File: src/rtl/bp_pkg.sv
// Shared types and defaults for the branch predictor update queue.
package bp_pkg;

    localparam int PC_W      = 32;
    localparam int CNT_W     = 32;
    localparam int DEF_DEPTH = 8;
    localparam int PTR_W     = $clog2(DEF_DEPTH);

    // One resolved branch as held in the queue (default PC width).
    typedef struct packed {
        logic [PC_W-1:0] pc;
        logic            taken;
        logic            mispred;
    } bp_upd_entry_t;

endpackage

File: src/rtl/bp_fifo_2w2r.sv
// Generic circular buffer: up to two writes and two reads per cycle, with
// an occupancy count. Writes land at tail/tail+1, reads come from head/head+1.
module bp_fifo_2w2r #(
    parameter  int WIDTH = 34,
    parameter  int DEPTH = 8,
    localparam int PTR_W = $clog2(DEPTH)
) (
    input  logic             clk,
    input  logic             reset,
    input  logic             clear,
    input  logic [1:0]       wr_n,
    input  logic [WIDTH-1:0] wr_data0,
    input  logic [WIDTH-1:0] wr_data1,
    input  logic [1:0]       rd_n,
    output logic [WIDTH-1:0] rd_data0,
    output logic [WIDTH-1:0] rd_data1,
    output logic [PTR_W:0]   count
);

    logic [WIDTH-1:0] mem [DEPTH];
    logic [PTR_W-1:0] head;
    logic [PTR_W-1:0] tail;
    logic [PTR_W-1:0] head_p1;
    logic [PTR_W-1:0] tail_p1;

    // Neighbouring slots, wrapping modulo DEPTH.
    always_comb begin
        head_p1 = head + PTR_W'(1);
        tail_p1 = tail + PTR_W'(1);
    end

    // Storage writes; a clear discards the incoming data as well.
    always_ff @(posedge clk) begin
        if (!reset && !clear) begin
            if (wr_n != 2'd0) mem[tail]    <= wr_data0;
            if (wr_n == 2'd2) mem[tail_p1] <= wr_data1;
        end
    end

    // Pointer and occupancy bookkeeping.
    always_ff @(posedge clk) begin
        if (reset || clear) begin
            head  <= '0;
            tail  <= '0;
            count <= '0;
        end else begin
            head  <= head + PTR_W'(rd_n);
            tail  <= tail + PTR_W'(wr_n);
            count <= count + (PTR_W+1)'(wr_n) - (PTR_W+1)'(rd_n);
        end
    end

    // Read ports are combinational views of the two oldest slots.
    always_comb begin
        rd_data0 = mem[head];
        rd_data1 = mem[head_p1];
    end

endmodule

File: src/rtl/bp_update_queue.sv
// Execute-side sender of branch predictor training updates: buffers resolved
// branches in program order and drains them as registered one-cycle pulses.
module bp_update_queue
    import bp_pkg::*;
#(
    parameter int PC_WIDTH   = PC_W,
    parameter int DEPTH      = DEF_DEPTH,
    parameter int DRAIN_DUAL = 0,
    parameter int CNT_WIDTH  = CNT_W
) (
    input  logic                 clk,
    input  logic                 reset,
    input  logic                 flush,
    input  logic                 enq0_valid,
    input  logic [PC_WIDTH-1:0]  enq0_pc,
    input  logic                 enq0_taken,
    input  logic                 enq0_mispred,
    input  logic                 enq1_valid,
    input  logic [PC_WIDTH-1:0]  enq1_pc,
    input  logic                 enq1_taken,
    input  logic                 enq1_mispred,
    output logic                 enq_ready,
    output logic [PC_WIDTH-1:0]  upd_pc_first,
    output logic                 upd_branch_first,
    output logic                 upd_taken_first,
    output logic [PC_WIDTH-1:0]  upd_pc_second,
    output logic                 upd_branch_second,
    output logic                 upd_taken_second,
    output logic [CNT_WIDTH-1:0] branch_cnt,
    output logic [CNT_WIDTH-1:0] mispred_cnt
);

    localparam int Q_PTR_W = $clog2(DEPTH);

    typedef struct packed {
        logic [PC_WIDTH-1:0] pc;
        logic                taken;
        logic                mispred;
    } entry_t;

    entry_t             wr0;
    entry_t             wr1;
    entry_t             rd0;
    entry_t             rd1;
    logic [1:0]         wr_n;
    logic [1:0]         rd_n;
    logic [1:0]         mis_n;
    logic [Q_PTR_W:0]   count;

    bp_fifo_2w2r #(
        .WIDTH ($bits(entry_t)),
        .DEPTH (DEPTH)
    ) u_fifo (
        .clk      (clk),
        .reset    (reset),
        .clear    (flush),
        .wr_n     (wr_n),
        .wr_data0 (wr0),
        .wr_data1 (wr1),
        .rd_n     (rd_n),
        .rd_data0 (rd0),
        .rd_data1 (rd1),
        .count    (count)
    );

    // Ready needs two free slots at start of cycle; same-cycle drains are ignored.
    always_comb begin
        enq_ready = (count <= (Q_PTR_W+1)'(DEPTH - 2));
    end

    // Enqueue selection; a lone enq1 is compacted onto the tail slot.
    always_comb begin
        wr_n = 2'd0;
        wr0  = '{pc: enq0_pc, taken: enq0_taken, mispred: enq0_mispred};
        wr1  = '{pc: enq1_pc, taken: enq1_taken, mispred: enq1_mispred};
        if (enq_ready && !flush) begin
            unique case ({enq1_valid, enq0_valid})
                2'b01:   wr_n = 2'd1;
                2'b10: begin
                    wr_n = 2'd1;
                    wr0  = wr1;
                end
                2'b11:   wr_n = 2'd2;
                default: wr_n = 2'd0;
            endcase
        end
    end

    // Drain count from start-of-cycle occupancy, and mispredicts among the drained.
    always_comb begin
        rd_n = 2'd0;
        if (!flush && count != '0) begin
            rd_n = (DRAIN_DUAL != 0 && count >= (Q_PTR_W+1)'(2)) ? 2'd2 : 2'd1;
        end
        mis_n = {1'b0, (rd_n != 2'd0) && rd0.mispred} + {1'b0, (rd_n == 2'd2) && rd1.mispred};
    end

    // Registered update ports and wrapping performance counters.
    always_ff @(posedge clk) begin
        if (reset) begin
            upd_pc_first      <= '0;
            upd_branch_first  <= 1'b0;
            upd_taken_first   <= 1'b0;
            upd_pc_second     <= '0;
            upd_branch_second <= 1'b0;
            upd_taken_second  <= 1'b0;
            branch_cnt        <= '0;
            mispred_cnt       <= '0;
        end else begin
            upd_branch_first  <= (rd_n != 2'd0);
            upd_branch_second <= (rd_n == 2'd2);
            if (rd_n != 2'd0) begin
                upd_pc_first    <= rd0.pc;
                upd_taken_first <= rd0.taken;
            end
            if (rd_n == 2'd2) begin
                upd_pc_second    <= rd1.pc;
                upd_taken_second <= rd1.taken;
            end
            branch_cnt  <= branch_cnt + CNT_WIDTH'(rd_n);
            mispred_cnt <= mispred_cnt + CNT_WIDTH'(mis_n);
        end
    end

endmodule

File: config.mk
export PLATFORM = sky130hd
export DESIGN_NAME = bp_update_queue
export DESIGN_NICKNAME = d
export VERILOG_FILES = /design/src/rtl/bp_pkg.sv /design/src/rtl/bp_fifo_2w2r.sv /design/src/rtl/bp_update_queue.sv
export SDC_FILE = /design/constraint.sdc
export NUM_CORES = 1
export LEC_CHECK = 0
export BUFFER_PORTS_ARGS = -buffer_cell sky130_fd_sc_hd__clkbuf_2
export CORE_MARGIN = 2
export CORE_UTILIZATION = 53
export CTS_CLUSTER_SIZE = 28
export DETAILED_ROUTE_END_ITERATION = 12
export GPL_TIMING_DRIVEN = 0
export PLACE_DENSITY_LB_ADDON = 0.25
export SETUP_SLACK_MARGIN = 0.5
export SKIP_CTS_REPAIR_TIMING = 1
export SYNTH_ARGS = -nofsm -noshare
export SYNTH_HDL_FRONTEND = slang
export SYNTH_SLANG_ARGS = --single-unit
File: constraint.sdc
create_clock -name clk -period 4.73 [get_ports clk]
set_input_delay 0.946 -clock clk [delete_from_list [all_inputs] [get_ports clk]]
set_output_delay 0.946 -clock clk [all_outputs]
set_load 0.02 [all_outputs]
Word-level counts from Yosys, hierarchy flattened --
Memories as Yosys holds them, arrays and structs flattened. A register that Yosys moved wholly into a read port is not among the register bits. Cells that the tools add are included.
Storage, ports and cells: flip-flop bits (word level) 142, bits in writable memories 272, input port bits 73, output and inout port bits 133, word-level logic and storage cells 51, memories kept 1
Cells by class: $add $sub $neg 9, $lt $le $gt $ge 1, equal/unequal tests 5, mux-type cells 12, reductions and logical operators 12
Memory list:
- u_fifo.mem | words 8, width 34, rd ports 2, clocked after Yosys merged registers in 1, write ports 2, RTL line bp_fifo_2w2r.sv:20 | logic [WIDTH-1:0] mem [DEPTH];
Operators with widths (number):
- 34-bit 2-to-1 mux | 2
- 32-bit by 2-bit adder with 32-bit output | 2
- 2-bit equality test (second input constant) | 4
- 1-bit 2-to-1 mux | 7
- 3-bit by 1-bit adder with 3-bit output (second input constant) | 2
- 1-bit logical AND | 5
- 4-bit by 2-bit adder with 4-bit output | 1
- 4-bit by 3-bit less-or-equal comparator with 1-bit output (second input constant) | 1
- 2-bit one-hot mux with 2 select lines | 1
- 2-bit nonzero test | 2
- 4-bit nonzero test | 1
- 4-bit by 1-bit subtractor with 4-bit output | 1
- 3-bit by 1-bit adder with 3-bit output | 1
- 3-bit by 2-bit adder with 3-bit output | 1
- 3-bit 2-to-1 mux | 1
- 1-bit by 1-bit adder with 2-bit output | 1
- 2-bit by 1-bit equality test with 1-bit output (second input constant) | 1
- 1-bit logical NOT | 2
- 2-bit 2-to-1 mux | 1
- 2-bit OR reduction | 1
- 1-bit logical OR | 1

Logic depth before layout (Yosys ltp) --
Gate-level depths: netlist of the first run.
depth after elaboration 8, mapped depth 13, depth with buffers taken out 12

By module --
Synthesis of the first run repeated with hierarchy kept, for this count alone.
Unflattened totals: cell total of the unflattened synthesis 1473, area, all modules 21097.7 um^2
Modules (own cells, without submodules):
- bp_fifo_2w2r | instances 1, cells an instance 890, area an instance 16180.5 um^2, sequential area each 8368.0 um^2
- bp_update_queue | instances 1, cells an instance 583, area an instance 4917.2 um^2, sequential area each 1961.9 um^2

Worst setup path after synthesis of the first run --
Ideal clock, no wire load.
path kind in2reg, start point input port reset, end point memory u_fifo.mem[0][0], enable pin, setup time 0.479 ns, arrival time 4.386 ns, data required time 4.251 ns, slack -0.135 ns, cell stages on the path 5, path buffers 1, path through clkbuf_1 or2_2 a21oi_1 nand3b_1 o32ai_1
RTL lines:
- start: declaration | RTL line bp_update_queue.sv:12 | input logic reset,
- end: declaration | RTL line bp_fifo_2w2r.sv:20

Worst setup path after layout of the first run --
start point register u_fifo.head[0], end point register mispred_cnt[16]
On the way: cells in the longest elaborated chain, start to end 5
RTL lines:
- start: declaration | RTL line bp_fifo_2w2r.sv:21 | logic [PTR_W-1:0] head;
- start signal: assignment | RTL line bp_fifo_2w2r.sv:47 | head <= head + PTR_W'(rd_n);
- 3-bit by 1-bit adder with 3-bit output | RTL line bp_fifo_2w2r.sv:28 | head_p1 = head + PTR_W'(1);
- memory read 8 x 34 bit
- 1-bit logical AND | RTL line bp_update_queue.sv:95 | mis_n = {1'b0, (rd_n != 2'd0) && rd0.mispred} + {1'b0, (rd_n == 2'd2) && rd1.mispred};
- 1-bit by 1-bit adder with 2-bit output | RTL line bp_update_queue.sv:95
- 32-bit by 2-bit adder with 32-bit output | RTL line bp_update_queue.sv:121 | mispred_cnt <= mispred_cnt + CNT_WIDTH'(mis_n);
- end signal: assignment | RTL line bp_update_queue.sv:121
- end: declaration | RTL line bp_update_queue.sv:30 | output logic [CNT_WIDTH-1:0] mispred_cnt
Every way passes these cells. A chain may end at the register's enable or synchronous reset.

==> results of run 1 <==
-- cell type report --
class	instances	area share [%]
Timing Repair Buffer	185	5.41
Buffer	109	2.72
Sequential cell	380	47.1
Clock buffer	52	5.01
Tap cell	455	2.60
Antenna cell	4	0.0457
Multi-Input combinational cell	809	35.5
Clock inverter	24	1.16
Inverter	22	0.377
-- sequential cells by signal, indices dropped and copies added (netlist names) --
name and flops:
mispred_cnt 32, upd_taken_first 1, branch_cnt 32, upd_branch_first 1
u_fifo.head 3, upd_pc_first 32, u_fifo.tail 3, u_fifo.mem 272
u_fifo.count 4
-- cells in the final DEF, fill, tap and decap left out, types with 7 or more instances in the layout --
cell type	n
inv_1	22
conb_1	34
clkinv_2	7
o31ai_1	20
mux2i_1	34
buf_4	35
a211oi_1	19
or3_1	12
edfxtp_1	272
a21oi_1	41
a31oi_1	9
nand2b_1	19
xnor2_1	15
nand3_1	25
nand4_1	12
nor2_1	48
mux4_2	68
buf_2	32
dfxtp_1	108
nor2_2	8
clkbuf_1	35
a22oi_1	14
buf_1	9
and2_1	8
xor2_1	12
or4_1	23
buf_16	8
clkbuf_2	175
nand2_1	27
mux2_2	272
o21ai_0	14
ha_1	17
clkbuf_16	41
-- kinds of logic after synthesis --
family	synth area share, %
flip-flops	55.7
AND/OR/NAND/NOR	6.81
adder cells (fa/ha/maj)	1.36
AO/OA/AOI/OAI	4.60
buffers and inverters	3.62
other	0.0202
XOR/XNOR	1.28
multiplexers	26.6
-- power by group --
part           total, mW  internal [mW]  switching (mW)  leakage, nW
Combinational       1.62          0.693           0.930         3.57
Sequential          3.88           3.77           0.111         3.32
Clock               3.23           1.88            1.35        0.651
-- worst register-to-register path: stages (launching register included) --
cell and delay (ns):
dfxtp_1 0.35, clkbuf_1 0.26, clkbuf_4 0.35, buf_4 0.30
mux4_2 0.26, mux2i_1 0.10, nor3_1 0.29, ha_1 0.27
ha_1 0.21, nand3_1 0.19, or4_1 0.50, buf_2 0.19
or4_1 0.49, a21oi_1 0.15
-- per-stage QoR --
stage	setup WS [ns]	util [%]	hold slack (ns)	instance area, µm²
6_report	0.757	63.6	0.478	21900
5_1_grt	0.469	63.6	0.495	21900
4_1_cts	0.352	63.5	0.477	21900
3_5_place_dp	0.230	59.6	0.466	20500
3_3_place_gp	-1.55	58.4	0.465	20100
2_1_floorplan	0.684	-	0.549	18700
-- how the worst max path moves through the flow --
stage / endpoint / slack, ns / cells after the start
after floorplan: u_fifo.mem[4][0] / 0.68 / 5
after global placement: u_fifo.mem[6][6] / -1.55 / 6
after detailed placement: branch_cnt[20] / 0.23 / 11
after CTS: mispred_cnt[16] / 0.35 / 12
after global routing: mispred_cnt[16] / 0.47 / 13
final: mispred_cnt[16] / 0.76 / 13
-- layer usage --
metal / GRT usage [%] / wire (µm) / vias up
li1: - / - / 5506
met1: 34.1 / 19000 / 6056
met3: 4.57 / 3380 / 99
met5: 0 / 11 / -
met2: 42.5 / 22600 / 498
met4: 8.20 / 1330 / 2
==> impl_metrics.yaml, run 1 <==
status:
  status: "finished, final reports clean"
cts:
  clock-sinks: 380
  worstSkewPairLatency_ns: 0.55
  htreeDepth: 2
  clk_pin_slew_worst_paths_ns: 0.06
  clockBufferDepth: 3
  clockRootBuffer: "clkbuf_16"
  cts_made_buffers: 41
  cts_tree: "built"
route:
  drtIter0Drc: 904
  drt-vias-per-instance: 5.96
  routedWlPerCell_um: 22.7
  drt_wl_total_um: 46400
  num_vias: 12200
  drtAntennaViolNets: 0
  drt-pass1-iter-count: 6
  drc: 0
yosys:
  avgSynthCellArea_um2: 14.4
  async_flop_share_pct: 0
  synth-seq-area-share_pct: 55.7
  synth_flop_cell: "edfxtp_1"
  syn_area_um2: 18500
  syn-instance-count: 1287
  ys_ff_latch: 380
  ys_warn_count: 0
  netlist_top_cells_count: "272 x edfxtp_1, 272 x mux2_2, 108 x dfxtp_1, 68 x mux4_2, 48 x nor2_1"
  netlist_top_cells_area: "edfxtp_1 44%, mux2_2 17%, dfxtp_1 12%"
  synth.top_cell.area_share_pct: 44.0
  synth_edf_count: 272
  synth_cell_type_count: 55
  synth_top_cell_by_area: "edfxtp_1"
floorplanning:
  ios: 206
  core-area_um2: 34500
  die_height_um: 191
  die_w_um: 191
  dieArea_um2: 36500
  initial_core_util_pct: 53.8
  rows: 68
pwr:
  fin_total_pwr_mw: 8.73
  leakage_nw: 7.55
  p_per_area_nw_per_um2: 398
  ir_drop_v: 0.000280
timing:
  maxSlewHeadroom_pct: 25.4
  max_freq_mhz: 252
  fin_worst_skew_ns: 0.0190
  period_share_pct: 84.0
  setup_tns_ns: 0
  fin_crit_ns: 3.97
  rsz0062_at_grt: "yes"
  setup-violations-final: 0
  slew_violations: 0
  tightest_slew_ns: 1.12
  final-hold-violation-count: 0
placement:
  place_congestion: 0.850
  detailed_place_hpwl_um: 30400
  placed_cells: 1960
  port_buffers: 171
grt:
  grt_pass1_vias: 11900
  grt_max_degree: 21
  track_usage_pct: 25.5
  antenna_found_initial: 4
  grt_first_pass_wirelength_um: 70000
  grt_overflow_total: 0
layout:
  fin_nets: 1640
  regArea_um2: 10300
  fillers: 2669
  syn_to_final_growth_pct: 18.2
  multiInputGateArea_um2: 7790
  drive_gt1_share_pct: 43.4
  stdcell_count: 2040
setup_path:
  crit_arrival_ns: 4.44
  end_kind: "register"
  crit_chain: "clkbuf_1 -> clkbuf_4 -> buf_4 -> mux4_2 -> mux2i_1 -> nor3_1 -> ha_1 -> ha_1 -> nand3_1 -> or4_1 -> buf_2 -> or4_1 -> a21oi_1"
  critical_path.top_delay_family: "simple AND/OR/NAND/NOR gates"
  crit_start: "u_fifo.head[0]"
  cp_max_fo: 10
  reg2reg_depth: 13
  cp-start-kind: "register"
  r2r_start: "u_fifo.head[0]"
  slowest_stage: "or4_1"
  worstPathBufferInverterCount: 4
  critPathKind: "reg2reg"
  timing.rr.end: "mispred_cnt[16]"
  cp.required_ns: 5.20
  worst_path_largest_cell_delay_ns: 0.50
  worst-r2r-setup-slack_ns: 0.76
hold_path:
  min_path_type: "reg2reg"
  min_from: "upd_pc_first[11]"
  holdPathEnd: "upd_pc_first[11]"
  whs_path_depth: 2
run:
  max-cap-violations: 0
(Power assumes the default switching activity.)
==> run 2, diff against run 1 <==
--- a/config.mk
+++ b/config.mk
@@ -7,7 +7,7 @@
 export LEC_CHECK = 0
 export BUFFER_PORTS_ARGS = -buffer_cell sky130_fd_sc_hd__clkbuf_2
 export CORE_MARGIN = 2
-export CORE_UTILIZATION = 53
+export CORE_UTILIZATION = 59
 export CTS_CLUSTER_SIZE = 28
 export DETAILED_ROUTE_END_ITERATION = 12
 export GPL_TIMING_DRIVEN = 0
==> constraint.sdc (replaced) <==
create_clock -name clk -period 3.95 [get_ports clk]
set_input_delay 0.79 -clock clk [delete_from_list [all_inputs] [get_ports clk]]
set_output_delay 0.79 -clock clk [all_outputs]
set_load 0.02 [all_outputs]
==> run 2 against run 1 <==
  * Non-clock buffer count up 13
  * Utilization up 7.8 points
  * Sequential power up 19%
  * Via count up 0.98%
  * Combinational power up 25%
  * Fmax up 18%
  * Flip-flop and latch count unchanged
  * Global-route usage up 2.5 points
  * Critical endpoint unchanged
  * Largest cell class unchanged
==> impl_metrics.yaml, run 2 (synthesized netlist as in run 1, its figures left out) <==
status:
  status: "finished, final reports clean"
pwr:
  clockPowerShare_pct: 36.4
  ir_drop_v: 0.000380
  p_per_area_nw_per_um2: 477
  p_sw_share_pct: 27.1
  leakage_nw: 7.63
  p_int_mw: 7.63
  p_seq_share_pct: 44.3
  power_frac_comb_pct: 19.3
  p_switching_mw: 2.83
timing:
  final-hold-violation-count: 0
  fin_worst_skew_ns: 0.0277
  fin_crit_ns: 3.37
  maxSlewHeadroom_pct: 25.9
  max_freq_mhz: 297
  slew_violations: 0
  rsz0062_at_grt: "yes"
  tightest_slew_ns: 1.11
  setup-violations-final: 0
  setup_ws_ns: 0.578
  period_share_pct: 85.4
grt:
  grt_max_degree: 21
  grt_pass1_vias: 12100
  grt_overflow_total: 0
  antenna_found_initial: 8
  track_usage_pct: 28.0
  grt_first_pass_wirelength_um: 70400
route:
  drt-vias-per-instance: 6.17
  drtIter0Drc: 1264
  drc: 0
  drt-pass1-iter-count: 6
  drt_wl_total_um: 46400
  num_vias: 12300
  drtAntennaViolNets: 0
  routedWlPerCell_um: 23.3
layout:
  top_register: "u_fifo.mem"
  fin_nets: 1653
  largest_reg_flops: 272
  drive_gt1_share_pct: 44.2
  syn_to_final_growth_pct: 18.3
  most-common-layout-cells: "272 x mux2_2, 272 x edfxtp_1, 174 x clkbuf_2"
  utilization_pct: 71.4
run:
  max-cap-violations: 0
placement:
  pre_cts_slack_ns: -0.345
  place_congestion: 0.814
  port_buffers: 171
  detailed_place_hpwl_um: 29900
setup_path:
  reg2reg_depth: 13
  cp-start-kind: "register"
  crit_start: "u_fifo.head[0]"
  r2r_start: "u_fifo.head[0]"
  cp_max_fo: 10
  crit_end: "mispred_cnt[16]"
  crit_arrival_ns: 3.81
  critPathKind: "reg2reg"
  end_kind: "register"
  timing.rr.end: "mispred_cnt[16]"
  cp.required_ns: 4.39
  worst-r2r-setup-slack_ns: 0.58
floorplanning:
  die_w_um: 181
  dieArea_um2: 32900
  die_height_um: 181
  initial_core_util_pct: 60.3
  ios: 206
  core-area_um2: 30700
  rows: 64
cts:
  worstSkewPairLatency_ns: 0.54
  clock-sinks: 380
  cts_made_buffers: 41
  clockRootBuffer: "clkbuf_16"
  clk_pin_slew_worst_paths_ns: 0.06
  htreeDepth: 2
  clockBufferDepth: 3
  cts_tree: "built"
hold_path:
  whs_path_depth: 2
  min_path_type: "reg2reg"
==> run 2: cell types whose count changed in the layout (fill, tap and decap cells not counted), sizes merged <==
cell      delta
buf         +16
bufinv       -2
clkbuf       +5
clkinv       -5
clkinvlp     -4
diode        -1
inv          +1
==> run 2: how the worst min path moves through the flow <==
stage | from | to | slack, ns
after CTS | upd_pc_first[8] | upd_pc_first[8] | 0.48
after floorplan | upd_pc_first[10] | upd_pc_first[10] | 0.55
after global routing | upd_pc_first[5] | upd_pc_first[5] | 0.49
after detailed placement | upd_pc_first[8] | upd_pc_first[8] | 0.47
after global placement | upd_pc_first[8] | upd_pc_first[8] | 0.46
final | upd_pc_first[5] | upd_pc_first[5] | 0.48
==> run 2: stage by stage <==
step / cell area (µm²) / hold slack [ns] / cells / setup TNS, ns / power (mW)
floorplan: 18700 / 0.549 / 1320 / 0 / 6.01
global placement: 20100 / 0.461 / 1887 / -302.22 / 6.60
detailed placement: 20400 / 0.466 / 1898 / -6.89 / 6.68
CTS: 21700 / 0.477 / 1972 / -4.77 / 10.4
global route: 21900 / 0.493 / 1991 / 0 / 10.8
finish: 21900 / 0.478 / 1991 / 0 / 10.5
==> run 2: worst max-delay path: stages, from the launching register on <==
cell and delay [ns]:
dfxtp_1 0.32, clkbuf_2 0.16, buf_8 0.18, buf_12 0.16
mux4_2 0.34, mux2i_1 0.12, nor3_2 0.15, ha_2 0.22
ha_1 0.21, nand3_2 0.15, or4_1 0.48, buf_2 0.18
or4_1 0.47, a21oi_1 0.14
==> run 2: metal layers <==
| layer | track usage, % | up-vias | part of all wire [%] |
|---|---|---|---|
| met5 | 0 | - | 0.17 |
| met4 | 9.46 | 10 | 2.7 |
| met3 | 5.52 | 107 | 7.8 |
| met2 | 47.9 | 520 | 50 |
| met1 | 36.0 | 6113 | 39 |
| li1 | - | 5530 | - |
==> run 2: layout make-up <==
| type | count | area [µm²] |
|---|---|---|
| diodes | 3 | 7.51 |
| plain buffers | 109 | 627 |
| clock buffers | 60 | 1210 |
| clock inverters | 14 | 124 |
| fillers | 2071 | 8810 |
| inverters | 22 | 82.6 |
| multi-input cells | 809 | 7810 |
| flip-flops and latches | 380 | 10300 |
| well taps | 396 | 495 |
| repair buffers | 198 | 1250 |
==> run 2: power by group through the flow <==
stage          Sequential [mW]  Combinational, mW  Clock, mW
3_3_place_gp              4.71               1.89          0
3_5_place_dp              4.72               1.96          0
6_report                  4.63               2.02       3.80
5_1_grt                   4.65               2.17       3.99
2_1_floorplan             4.88               1.13          0
4_1_cts                   4.63               1.97       3.84
==> run 3, diff against run 2 <==
--- a/config.mk
+++ b/config.mk
@@ -5,9 +5,10 @@
 export SDC_FILE = /design/constraint.sdc
 export NUM_CORES = 1
 export LEC_CHECK = 0
+export ABC_AREA = 1
 export BUFFER_PORTS_ARGS = -buffer_cell sky130_fd_sc_hd__clkbuf_2
 export CORE_MARGIN = 2
-export CORE_UTILIZATION = 59
+export CORE_UTILIZATION = 45
 export CTS_CLUSTER_SIZE = 28
 export DETAILED_ROUTE_END_ITERATION = 12
 export GPL_TIMING_DRIVEN = 0
@@ -16,4 +17,5 @@
 export SKIP_CTS_REPAIR_TIMING = 1
 export SYNTH_ARGS = -nofsm -noshare
 export SYNTH_HDL_FRONTEND = slang
+export SYNTH_HIERARCHICAL = 1
 export SYNTH_SLANG_ARGS = --single-unit
==> run 3 against run 2 <==
  * Critical path depth down 1
  * Via count rose by 62%
  * Clock-buffer cell count is 4 lower
  * Die area is 54% higher
  * Clock skew decreased by 0.0076 ns
  * Area after synthesis increased by 18%
  * Worst setup slack better by 0.0054 ns
  * Critical endpoint is now u_fifo/mem[7][17]
  * Largest cell class unchanged
  * Highest routed layer is now met4
==> impl_metrics.yaml, run 3 <==
grt:
  grt_max_degree: 28
  grt_first_pass_wirelength_um: 105000
  track_usage_pct: 27.1
  grt_overflow_total: 0
  grt_pass1_vias: 18600
  antenna_found_initial: 0
cts:
  clock-sinks: 380
  clk_pin_slew_worst_paths_ns: 0.06
  clockBufferDepth: 3
  htreeDepth: 2
  worstSkewPairLatency_ns: 0.58
  clockRootBuffer: "clkbuf_16"
  cts_tree: "built"
  cts_made_buffers: 43
pwr:
  p_per_area_nw_per_um2: 414
  leakage_nw: 12.4
  fin_total_pwr_mw: 10.5
  ir_drop_v: 0.000291
route:
  num_vias: 19900
  drt-pass1-iter-count: 6
  routedWlPerCell_um: 17.1
  drt_wl_total_um: 68100
  drtAntennaViolNets: 0
  drtIter0Drc: 2014
  drc: 0
  drt-vias-per-instance: 5.00
hold_path:
  min_path_type: "reg2reg"
  holdPathEnd: "upd_pc_first[16]"
  min_from: "upd_pc_first[16]"
  whs_path_depth: 2
status:
  status: "finished, final reports clean"
timing:
  setup-violations-final: 0
  maxSlewHeadroom_pct: 47.4
  fin_worst_skew_ns: 0.0200
  rsz0062_at_grt: "yes"
  max_freq_mhz: 297
  final-hold-violation-count: 0
  hold_ws_ns: 0.478
  setup_ws_ns: 0.584
  tightest_slew_ns: 0.789
  slew_violations: 0
  period_share_pct: 85.2
  fin_crit_ns: 3.37
  setup_tns_ns: 0
floorplanning:
  core-area_um2: 47900
  die_height_um: 225
  die_w_um: 225
  rows: 80
  dieArea_um2: 50500
  ios: 206
  initial_core_util_pct: 45.7
layout:
  largest_reg_flops: 272
  top_register: "u_fifo/mem"
  utilization_pct: 52.8
  diodes: 0
  syn_to_final_growth_pct: 15.6
  most-common-layout-cells: "1,338 x nand2_1, 338 x inv_1, 315 x nand3_1"
  drive_gt1_share_pct: 14.2
  final_common_cell: "nand2_1"
  fin_nets: 3417
  stdcell_count: 3976
  final_area_um2: 25300
setup_path:
  critPathKind: "reg2reg"
  r2r_start: "u_fifo/count[2]"
  cp.required_ns: 4.22
  cp_max_fo: 20
  reg2reg_depth: 12
  timing.rr.end: "u_fifo/mem[7][17]"
  cp-start-kind: "register"
  end_kind: "register"
  crit_arrival_ns: 3.64
  worst-r2r-setup-slack_ns: 0.58
placement:
  port_buffers: 171
  detailed_place_hpwl_um: 48400
  placed_area_um2: 23900
  placed_cells: 3897
  pre_cts_slack_ns: -0.0476
  place_congestion: 0.907
yosys:
  avgSynthCellArea_um2: 7.14
  syn-instance-count: 3068
  ys_warn_count: 6
  syn_area_um2: 21900
run:
  max-cap-violations: 0
==> run 3: area by class of cell <==
class | instances | area (µm²)
Multi-Input combinational cell | 2120 | 9180
Sequential cell | 380 | 10300
Inverter | 349 | 1310
Clock buffer | 56 | 1170
Timing Repair Buffer | 179 | 1020
Fill cell | 4607 | 22600
Buffer | 254 | 1290
Clock inverter | 23 | 253
Tap cell | 615 | 769
==> run 3: power by group <==
part	switching [mW]	internal [mW]	leakage, nW
sequential	0.0758	4.44	3.33
combinational	1.30	0.560	8.33
clock	1.69	2.42	0.704
total	3.07	7.43	12.4
==> run 3: worst max path at each step <==
stage          slack, ns       startpoint  cells past startpoint                end
3_3_place_gp       -0.91            flush                     12  u_fifo/mem[5][17]
5_1_grt             0.48  u_fifo/count[2]                     12  u_fifo/mem[4][17]
6_report            0.58  u_fifo/count[2]                     12  u_fifo/mem[7][17]
2_1_floorplan       0.57            flush                     11   u_fifo/mem[1][0]
4_1_cts             0.38  u_fifo/count[2]                     12  u_fifo/mem[5][18]
3_5_place_dp       -0.05            flush                     13  u_fifo/mem[7][17]
==> run 3: worst max-delay path, cell delays in order (launching register included) <==
cell and delay (ns):
dfxtp_1 0.35, a31oi_4 0.23, nand2_4 0.15, buf_2 0.21, nor2_1 0.28, inv_2 0.11, nor2_4 0.13, nand2_2 0.12
nor2_4 0.32, nand2_2 0.28, buf_2 0.32, nand2_4 0.28, buf_12 0.22
==> run 3: per-layer routing <==
layer | GRT usage [%] | vias to the layer above | wire [µm]
met5 | 0 | - | 0
met4 | 10.9 | 0 | 2480
met3 | 4.77 | 144 | 6160
met2 | 45.0 | 935 | 31600
met1 | 35.2 | 8878 | 27900
li1 | - | 9923 | -
